--- src/rtl/lsu_pkg.sv ---
// Shared types and sizing for the load/store controller and its address generator.
// Holds the FSM state encoding, memory geometry and the latched request format.
package lsu_pkg;

   localparam int DATA_W = 16;
   localparam int ADDR_W = 6;
   localparam int DEPTH  = 32;

   typedef enum logic [1:0] {
      IDLE,
      ACCESS,
      RESP
   } lsu_state_e;

   typedef struct packed {
      logic              we;
      logic [ADDR_W-1:0] ea;
      logic [DATA_W-1:0] wdata;
   } lsu_req_t;

endpackage

--- src/rtl/lsu_agen.sv ---
// Effective-address generator: base + sign-extended offset; combinational, no backpressure.
// LSU_BOUNDS_CHECK_EN selects fault-on-out-of-range instead of wrapping modulo DEPTH.
module lsu_agen
   import lsu_pkg::*;
(
   input  logic [DATA_W-1:0] base_i,
   input  logic [ADDR_W-1:0] offset_i,
   output logic [ADDR_W-1:0] addr_o,
   output logic              fault_o
);

   logic [DATA_W-1:0] ea_full;

   // Carry out of the DATA_W-bit sum is dropped, so negative results land high.
   assign ea_full = base_i + {{(DATA_W-ADDR_W){offset_i[ADDR_W-1]}}, offset_i};

`ifdef LSU_BOUNDS_CHECK_EN
   assign fault_o = (ea_full >= DATA_W'(DEPTH));
   assign addr_o  = ea_full[ADDR_W-1:0];
`else
   assign fault_o = 1'b0;
   assign addr_o  = ADDR_W'(ea_full % DATA_W'(DEPTH));
`endif

endmodule

--- src/rtl/lsu_ctrl.sv ---
// Load/store controller for the 32x16 data memory; optional LSU_BOUNDS_CHECK_EN fault detection.
// One request in flight, response 2 cycles after acceptance; response held until rsp_ready.
module lsu_ctrl
   import lsu_pkg::*;
(
   input  logic              clk,
   input  logic              rst_n,
   input  logic              req_valid,
   output logic              req_ready,
   input  logic              req_we,
   input  logic [DATA_W-1:0] req_base,
   input  logic [ADDR_W-1:0] req_offset,
   input  logic [DATA_W-1:0] req_wdata,
   output logic [ADDR_W-1:0] mem_addr,
   output logic              mem_read,
   output logic [DATA_W-1:0] mem_wdata,
   input  logic [DATA_W-1:0] mem_rdata,
   output logic              rsp_valid,
   input  logic              rsp_ready,
   output logic [DATA_W-1:0] rsp_data,
   output logic              rsp_err,
   output logic              busy
);

   lsu_state_e        state_q;
   lsu_req_t          req_q;
   logic              fault_q;
   logic              req_ready_q;
   logic              mem_read_q;
   logic [DATA_W-1:0] mem_wdata_q;
   logic              rsp_valid_q;
   logic [DATA_W-1:0] rsp_data_q;
   logic              rsp_err_q;
   logic              busy_q;

   logic [ADDR_W-1:0] agen_addr;
   logic              agen_fault;

   lsu_agen u_agen (
      .base_i   (req_base),
      .offset_i (req_offset),
      .addr_o   (agen_addr),
      .fault_o  (agen_fault)
   );

   always_ff @(posedge clk or negedge rst_n) begin
      if (!rst_n) begin
         state_q     <= IDLE;
         req_q       <= '0;
         fault_q     <= 1'b0;
         req_ready_q <= 1'b1;
         mem_read_q  <= 1'b1;
         mem_wdata_q <= '0;
         rsp_valid_q <= 1'b0;
         rsp_data_q  <= '0;
         rsp_err_q   <= 1'b0;
         busy_q      <= 1'b0;
      end else begin
         case (state_q)
            IDLE: begin
               if (req_valid) begin
                  req_q       <= '{we: req_we, ea: agen_addr, wdata: req_wdata};
                  fault_q     <= agen_fault;
                  // Write strobe is set up here so it is registered for the ACCESS cycle.
                  mem_read_q  <= !(req_we && !agen_fault);
                  if (req_we) begin
                     mem_wdata_q <= req_wdata;
                  end
                  req_ready_q <= 1'b0;
                  busy_q      <= 1'b1;
                  state_q     <= ACCESS;
               end
            end
            ACCESS: begin
               mem_read_q  <= 1'b1;
               rsp_valid_q <= 1'b1;
               rsp_err_q   <= fault_q;
               rsp_data_q  <= fault_q ? '0 : (req_q.we ? req_q.wdata : mem_rdata);
               state_q     <= RESP;
            end
            RESP: begin
               if (rsp_ready) begin
                  rsp_valid_q <= 1'b0;
                  req_ready_q <= 1'b1;
                  busy_q      <= 1'b0;
                  state_q     <= IDLE;
               end
            end
            default: state_q <= IDLE;
         endcase
      end
   end

   assign req_ready = req_ready_q;
   assign mem_addr  = req_q.ea;
   assign mem_read  = mem_read_q;
   assign mem_wdata = mem_wdata_q;
   assign rsp_valid = rsp_valid_q;
   assign rsp_data  = rsp_data_q;
   assign rsp_err   = rsp_err_q;
   assign busy      = busy_q;

endmodule

--- config.mk ---
export PLATFORM = sky130hd
export DESIGN_NAME = lsu_ctrl
export DESIGN_NICKNAME = d
export VERILOG_FILES = /design/src/rtl/lsu_pkg.sv /design/src/rtl/lsu_agen.sv /design/src/rtl/lsu_ctrl.sv
export SDC_FILE = /design/constraint.sdc
export NUM_CORES = 1
export LEC_CHECK = 0
export ABC_AREA = 1
export BUFFER_PORTS_ARGS = -buffer_cell sky130_fd_sc_hd__clkbuf_2
export CAP_MARGIN = 10
export CORE_UTILIZATION = 48
export CTS_CLUSTER_DIAMETER = 100
export DETAILED_ROUTE_END_ITERATION = 8
export GPL_ROUTABILITY_DRIVEN = 0
export PLACE_DENSITY = 0.76
export SYNTH_ARGS = -nofsm -noshare
export SYNTH_HDL_FRONTEND = slang
export SYNTH_SLANG_ARGS = --single-unit
export TNS_END_PERCENT = 20
--- constraint.sdc ---
create_clock -name clk -period 1.6 [get_ports clk]
set_clock_uncertainty 0.15 [all_clocks]
set_input_delay 0.08 -clock clk [delete_from_list [all_inputs] [get_ports clk]]
set_output_delay 0.08 -clock clk [all_outputs]
set_load 0.02 [all_outputs]
==> run_results.csv <==
group,metric,value,unit
synth,syn_inst,285,
placed_design,portBuffers,87,
route,viasPerCell,4.67,
route,vias,2249,
floorplanning,start_util,51.0,%
floorplanning,dieArea,5830,sq um
clock_tree,worstSkewPairLatency,320,ps
synth,ys_seq_area_share,56.7,%
setup_path,end_kind,"flip-flop",
timing,final.setup.worst_slack,121,ps
placed_design,hpwl,4.02,mm
synth,synth_area,2650,sq um
route,wire_per_inst,12.5,um
placed_design,pre_cts_slack,32.0,ps
cells_and_area,syn2layout_area_growth,39.1,%
setup_path,path_class,"reg2reg",
clock_tree,cts_max_path_buffers,2,
cells_and_area,antenna_cells,0,
setup_path,start_kind,"flip-flop",
synth,yosys.area_share.simple,15.5,%
floorplanning,core_area,5200,sq um
timing,finalSetupTns,0,ps
timing,hold_viol,0,
setup_path,crit_family,"simple AND/OR/NAND/NOR gates",
setup_path,crit_buf_inv,1,
global_routing,antenna_found_initial,0,
global_routing,grtUsageMet1,30.9,%
run_status,outcome,"finished, final reports clean",
power_and_ir_drop,ir_drop,1.27,mV
clock_tree,post_cts_buffers,0,
timing,finalMaxSlewViolations,0,
global_routing,grtUsageMet3,4.43,%
placed_design,place_area,3120,sq um
route,drtIter0Drc,105,
setup_path,slowest_delay,440,ps
global_routing,grt_max_degree,35,
synth,synth.distinct_cells,25,
route,antenna_left,0,
synth,synth_seq_cells,60,
setup_path,cp.required,1650,ps
power_and_ir_drop,power_density,1840,nW/um^2
cells_and_area,layout-drive-gt1-share,32.3,%
clock_tree,cts.clk_slew.worst_paths,70,ps
cells_and_area,stdcell_area,3690,sq um
min_path,hp-class,"in2reg",
synth,synth_top_family_by_area,"compound AO/OA/AOI/OAI gates",
global_routing,grt_usage,22.7,%
setup_path,cp_slowest_cell,"dfrtp_1",
floorplanning,rows,26,
global_routing,grt_pass1_vias,2242,
synth,synth_xor_area_share,0.330,%
cells_and_area,final_common_cell,"clkbuf_2",
cells_and_area,mostFrequentLayoutCells,"clkbuf_2, nand2_1, dfrtp_1",
global_routing,grt_pass1_wl,10.3,mm
timing,fmax,676,MHz
clock_tree,cts_htree_levels,3,
global_routing,globalRouteMet2Util,36.8,%
timing,fin_crit_sh,92.4,%
synth,synthAdderAreaFrac,2.64,%
clock_tree,clock_sinks,60,
timing,rsz0062_at_grt,"false",
timing,setup_violations,0,
clock_tree,cts_buffers,9,
clock_tree,cts-root-buf,"clkbuf_8",
cells_and_area,final_nets,471,
power_and_ir_drop,leakagePower,1.95,nW
synth,synth_area_per_cell,9.31,sq um
cells_and_area,num-fill-cells,403,
route,routed_wl,6.04,mm
synth,synth_compound_area_share,15.8,%
timing,finalCriticalPeriod,1480,ps
floorplanning,die_width,76.4,um
route,drc,0,
synth,synth-warning-count,0,
global_routing,grt-ovfl-total,0,
floorplanning,ios,102,
setup_path,cp.arrival,1530,ps
synth,synthMuxAreaShare,0,%
clock_tree,tritoncts,"done",
route,first_pass_iters,6,
setup_path,path_cells,"nor2_2 > nand2_4 > inv_6 > nand2_8 > nand2_1 > o21ai_2",
setup_path,worstPathMaxFanout,34,
global_routing,grt.busiest_layer,"met2",
job,drv_cap,0,
floorplanning,die_h,76.4,um
cells in the mapped netlist, drive strengths merged:
master | number | area share, %
nand2 | 74 | 11
o21ai | 70 | 16
dfrtp | 58 | 55
inv | 28 | 4.1
nor2 | 19 | 3.1
buf | 16 | 4.4
nand3 | 6 | 1.1
ha | 4 | 1.9
clkbuf | 2 | 0.28
dfstp | 2 | 2.0
a21oi | 1 | 0.19
clkinv | 1 | 0.14
conb | 1 | 0.14
fa | 1 | 0.75
or2 | 1 | 0.24
xor2 | 1 | 0.33
state kept, by name, indices dropped and copies added, names as in the netlist:
register,flops
req_q,17
mem_wdata,16
rsp_data,16
mem_addr,5
state_q,2
busy,1
mem_read,1
req_ready,1
rsp_valid,1
stage by stage:
step	cells	util (%)	power [mW]	hold slack, ps
3_5_place_dp	430	59.9	5.33	-86.6
2_1_floorplan	286	-	4.54	-366
5_1_grt	482	70.9	7.31	62.0
3_3_place_gp	430	59.9	5.26	-86.6
4_1_cts	482	70.7	6.79	21.3
6_report	482	70.9	6.79	31.2
kinds of logic (layout without fill, tap and decap cells):
kind of cell,after synthesis,in the layout
xor gates and xnor gates,1,1
adders and majority gates,5,5
buffers and inverters,47,173
and+or+nand+nor,100,100
AOI/OAI and AO/OA,71,71
DFF,60,60
other,1,2
cell type report:
class | instances | area (sq um) | area share [%]
clock buffer | 12 | 155 | 4.20
tap | 70 | 87.6 | 2.37
clock inverter | 4 | 47.5 | 1.29
multi-input combinational | 179 | 925 | 25.1
sequential | 60 | 1500 | 40.7
inverter | 29 | 114 | 3.08
timing repair buffer | 128 | 858 | 23.3
routing by layer:
layer / wire [um] / up-vias
li1: - / 1150
met1: 2900 / 1021
met2: 2830 / 74
met5: 0 / -
met3: 265 / 4
met4: 43 / 0
tightest hold or removal path, cell delays in order:
cell,delay (ps)
clkbuf_2,90
nand2_1,60
nand2_1,60
nand3_1,60
nand3_1,70
nand2_1,50
power breakdown:
part	internal, mW	switching (mW)
logic	0.957	1.76
registers	2.26	0.447
clock network	0.800	0.567
total	4.01	2.77
repair_timing:
item,in CTS,in global routing
hold buffers,36,0
hold endpoints to repair,116,0
setup endpoints to repair,0,18
gates resized for setup,0,1
final timing paths:
| path | depth (start not counted) | to | slack, ps | from |
|---|---|---|---|---|
| min | 6 | mem_addr[4] | 30 | req_base[4] |
| min reg2reg | 2 | req_ready | 310 | req_ready |
| max in group asynchronous | 3 | req_ready | 640 | rst_n |
| max | 6 | mem_wdata[8] | 120 | state_q[1] |
| max reg2reg | 6 | mem_wdata[8] | 120 | state_q[1] |
| min in group asynchronous | 2 | mem_wdata[3] | 100 | rst_n |
No activity file was read; power rests on OpenSTA's default activity.
